File: src/rtl/timer_pkg.sv
// Shared constants and helpers for the BCD timer datapath.
// Contents: BCD digit width, BCD maximum, MM:SS digit wrap values and
// bcd_sat(), which clamps a loaded nibble above 9 to 9.
package timer_pkg;
  localparam int          BCD_W        = 4;
  localparam logic [3:0]  BCD_MAX      = 4'd9;
  localparam logic [3:0]  SEC_ONES_MAX = 4'd9;
  localparam logic [3:0]  SEC_TENS_MAX = 4'd5;
  localparam logic [3:0]  MIN_MAX      = 4'd9;

  function automatic logic [BCD_W-1:0] bcd_sat(input logic [BCD_W-1:0] nibble);
    return (nibble > BCD_MAX) ? BCD_MAX : nibble;
  endfunction
endpackage

File: src/rtl/bcd_digit_down.sv
// One BCD down-counting digit with parallel load and a wrap value.
// Ports:
//   clk, rst  - clock, synchronous active-high reset
//   load, in  - parallel load strobe and value (saturated to 9 on load)
//   dec       - decrement this cycle (borrow already resolved by the top)
//   wrap      - value taken when decrementing from 0
//   digit     - registered digit value
//   is_zero   - digit == 0
module bcd_digit_down
  import timer_pkg::*;
(
  input  logic             clk,
  input  logic             rst,
  input  logic             load,
  input  logic [BCD_W-1:0] in,
  input  logic             dec,
  input  logic [BCD_W-1:0] wrap,
  output logic [BCD_W-1:0] digit,
  output logic             is_zero
);
  always_ff @(posedge clk) begin
    if (rst)                digit <= '0;
    else if (load)          digit <= bcd_sat(in);
    else if (dec) begin
      // Values above wrap (e.g. a loaded 7 in seconds tens) just step down.
      if (digit == '0)      digit <= wrap;
      else                  digit <= digit - 4'd1;
    end
  end

  assign is_zero = (digit == '0);
endmodule

File: src/rtl/bcd_down_timer.sv
// Multi-digit BCD down-counter (default MM:SS) with borrow chain,
// stop-at-zero or full-wrap mode and a registered expiry pulse.
// Ports:
//   clk, rst  - clock, synchronous active-high reset
//   enablen   - active-low count enable
//   load, in  - parallel load strobe and BCD value (nibble i -> digit i)
//   count     - registered BCD value
//   zero      - all digits zero (combinational)
//   rco_L     - active-low ripple carry: low when zero and enabled
//   expired   - one-cycle pulse after a decrement reaches all-zero
module bcd_down_timer
  import timer_pkg::*;
#(
  parameter int                      NDIGITS      = 4,
  parameter logic [4*NDIGITS-1:0]    DIGIT_MAX    = 16'h9959,
  parameter bit                      STOP_AT_ZERO = 1'b1
) (
  input  logic                   clk,
  input  logic                   rst,
  input  logic                   enablen,
  input  logic                   load,
  input  logic [4*NDIGITS-1:0]   in,
  output logic [4*NDIGITS-1:0]   count,
  output logic                   zero,
  output logic                   rco_L,
  output logic                   expired
);
  logic [NDIGITS-1:0] dz, dec, borrow;
  logic               cnt_en, hold_zero, upper_zero, one_left;

  assign cnt_en    = !enablen && !load;
  assign zero      = &dz;
  assign hold_zero = STOP_AT_ZERO && zero;
  assign rco_L     = !(zero && !enablen);

  assign borrow[0] = 1'b1;

  genvar i;
  generate
    for (i = 0; i < NDIGITS; i++) begin : g_dig
      if (i > 0) begin : g_borrow
        assign borrow[i] = borrow[i-1] & dz[i-1];
      end
      assign dec[i] = cnt_en && !hold_zero && borrow[i];

      bcd_digit_down u_dig (
        .clk    (clk),
        .rst    (rst),
        .load   (load),
        .in     (in[BCD_W*i +: BCD_W]),
        .dec    (dec[i]),
        .wrap   (DIGIT_MAX[BCD_W*i +: BCD_W]),
        .digit  (count[BCD_W*i +: BCD_W]),
        .is_zero(dz[i])
      );
    end

    if (NDIGITS > 1) begin : g_upper
      assign upper_zero = &dz[NDIGITS-1:1];
    end else begin : g_single
      assign upper_zero = 1'b1;
    end
  endgenerate

  // A decrement lands on all-zero only from ...0001: digit 0 steps 1->0
  // and no higher digit sees a borrow.
  assign one_left = (count[BCD_W-1:0] == 4'd1) && upper_zero;

  always_ff @(posedge clk) begin
    if (rst)       expired <= 1'b0;
    else if (load) expired <= 1'b0;
    else           expired <= cnt_en && one_left;
  end
endmodule

File: config.mk
export PLATFORM = sky130hd
export DESIGN_NAME = bcd_down_timer
export DESIGN_NICKNAME = d
export VERILOG_FILES = /design/src/rtl/timer_pkg.sv /design/src/rtl/bcd_digit_down.sv /design/src/rtl/bcd_down_timer.sv
export SDC_FILE = /design/constraint.sdc
export NUM_CORES = 1
export LEC_CHECK = 0
export ABC_AREA = 0
export CORE_MARGIN = 1.5
export CORE_UTILIZATION = 44
export DETAILED_ROUTE_END_ITERATION = 8
export PLACE_DENSITY = 0.79
export REMOVE_ABC_BUFFERS = 1
export SYNTH_ARGS = -nofsm -noshare
export SYNTH_HDL_FRONTEND = slang
export SYNTH_SLANG_ARGS = --single-unit
File: constraint.sdc
create_clock -name clk -period 2.1 [get_ports clk]
set_input_delay 0.525 -clock clk [delete_from_list [all_inputs] [get_ports clk]]
set_output_delay 0.525 -clock clk [all_outputs]
set_load 0.03 [all_outputs]
==> metrics.cfg <==
[yosys]
synth-async-reset-ratio = 0
synth_area_leaders = dfxtp_1 (31%), nor2_1 (5.5%), o21ai_0 (5.1%)
synth.distinct_cells = 41
yosysWarnings = 0
synth_flop_cell = dfxtp_1
syn_inst = 133
synth_edf_count = 0
yosysTopAreaCell = dfxtp_1
ys_seq_area_frac = 0.313
yosysMostFrequentCell = dfxtp_1
synth_top_area_frac = 0.313
synthTopCellsByCount = dfxtp_1 (17), nor2_1 (16), nand2_1 (14)
postSynthAreaPerCell_um2 = 8.17
yosys_register_bits = 17
synthesis.area_um2 = 1090

[power_and_ir_drop]
p_sw_mw = 0.329
leakage_nw = 0.721
swShare = 0.347
power_frac_clock = 0.194
power.total_mw = 0.949
p_per_area_nw_per_um2 = 541
intPower_mw = 0.620
ir_drop_uv = 336
p_comb_frac = 0.419
pwr-share-seq = 0.387

[job]
timing.max_cap.violations = 0

[route]
wl_um = 3410
postRouteAntennaNets = 0
detail_route.wl_per_cell_um = 14.9
vias_per_cell = 5.85
first_iter_violations = 37
vias = 1340
drc_errors = 0
drt-pass1-iter-count = 4

[placed_design]
gp_congestion = 0.844
dp_hpwl_um = 2390
portBuffers = 38

[clocking]
clockBufferDepth = 2
clk_pin_slew_ps = 100
numCtsBuffers = 3
insertion_delay_ps = 300
clock-sinks = 17
cts-root-buf = clkbuf_4
holdBufCountCts = 0
cts_max_level = 1
cts_tree = yes

[sta]
worstMarginPinSlew_ps = 489
setup_viol = 0
min_period_over_period = 0.991
fmax_ghz = 0.481
final.setup_skew_ps = 5.44
hold_ws_ps = 560
final-hold-violation-count = 0
rsz0062_at_grt = yes
slew_viol_final = 0
maxSlewHeadroom = 0.672
period_needed_ps = 2080

[worst_setup_path]
end_kind = output pin
cp.required_ps = 1570
cp.arrival_ps = 1560
start_kind = flop
critPathKind = flop to output pin
critPathMaxFanout = 3

[final_layout]
diodes = 0
nFillCells = 173
drive_above_1_share = 0.274
nets = 222
syn_to_final_growth_pct = 61.4

[run_status]
outcome = completed

[floorplanning]
num_io_pins = 39
rows = 17
die_area_um2 = 2780
start_util = 0.477
die_y_um = 52.7
die_x_um = 52.7
coreArea_um2 = 2280

[hold_path]
hold_class = flop to flop

[global_route]
grt_pass1_vias = 1279
gr-usage-all-layers = 0.253
antenna_found_initial = 0
grt_pass1_wl_um = 5310
overflow = 0
grt_max_degree = 17

==> routing by layer <==
metal	share of wire	track usage	vias up	routed length, µm
li1	-	-	642	-
met1	0.42	0.297	626	1450
met2	0.50	0.471	60	1700
met3	0.057	0.0257	12	196
met4	0.018	0.0855	0	63
met5	0	0	-	0
==> power by group through the flow <==
stage / registers (mW) / clock network, mW / logic, mW
2_1_floorplan: 0.428 / 0 / 0.121
3_3_place_gp: 0.371 / 0 / 0.348
3_5_place_dp: 0.371 / 0 / 0.355
4_1_cts: 0.365 / 0.182 / 0.364
5_1_grt: 0.370 / 0.194 / 0.426
6_report: 0.368 / 0.184 / 0.398
==> path summary, 6_finish.rpt <==
path	slack, ps	cells after the start	to	from
worst min register to register	560	2	g_dig[3].u_dig.digit[3]$_SDFFE_PP0P_	g_dig[3].u_dig.digit[3]$_SDFFE_PP0P_
worst min-delay path	560	2	g_dig[3].u_dig.digit[3]$_SDFFE_PP0P_	g_dig[3].u_dig.digit[3]$_SDFFE_PP0P_
worst max register to register	400	5	g_dig[2].u_dig.digit[3]$_SDFFE_PP0P_	g_dig[0].u_dig.digit[0]$_SDFFE_PP0P_
worst max-delay path	20	5	zero	g_dig[2].u_dig.digit[3]$_SDFFE_PP0P_
==> sequential cells by signal (all words and copies together) (netlist names) <==
| register | count |
|---|---|
| expired | 1 |
| g_dig.u_dig.digit | 16 |
==> worst max-delay path: stages, from the launching register on <==
cell,delay [ps]
dfxtp_1,330
nor4_2,320
buf_4,180
nand4_1,130
nor2_1,130
buf_4,160
==> what timing repair did <==
item / in CTS / in global routing
pin swaps: 3 / 5
resized for setup: 11 / 6
gates cloned: 0 / 0
setup endpoints to repair: 1 / 4
setup buffers: 2 / 6
==> per-stage QoR <==
stage	utilization	instance area (µm²)	worst slack, ps	TNS [ps]	std cells
floorplan	-	1050	58.8	0	127
global route	0.770	1750	-82.1	-82.1	229
global placement	0.721	1640	-566	-696	217
finish	0.770	1750	18.9	0	229
detailed placement	0.721	1640	-587	-950	217
CTS	0.743	1690	5.27	0	223
==> final cells by class <==
class                           count  area (µm²)  area share
Inverter                            5        18.8      0.0107
Tap cell                           28        35.0      0.0200
Sequential cell                    17         344       0.196
Timing Repair Buffer               70         624       0.356
Clock buffer                        4        26.3      0.0150
Multi-Input combinational cell    105         704       0.402
==> layout by cell type, fill, tap and decap left out, drive strengths merged, types with 3 or more instances in the layout <==
| cell type | synthesis | final |
|---|---|---|
| buf | 4 | 34 |
| clkdlybuf4s50 | 0 | 33 |
| dfxtp | 17 | 17 |
| nor2 | 16 | 16 |
| nand2 | 14 | 14 |
| o21ai | 11 | 11 |
| a21oi | 9 | 9 |
| nand3 | 6 | 6 |
| inv | 5 | 5 |
| nor4 | 5 | 5 |
| a221oi | 5 | 5 |
| nor3 | 4 | 4 |
| clkbuf | 2 | 4 |
| nand4 | 3 | 3 |
| o211ai | 3 | 3 |
| mux2i | 3 | 3 |
| and3 | 3 | 3 |
==> kinds of logic after synthesis <==
group           count (synthesis)  share of synthesized area
simple gates                   61                      0.339
buf+inv                        11                     0.0530
mux                             4                     0.0380
compound gates                 40                      0.257
flops                          17                      0.313
Power figures use the tool's default switching activity.
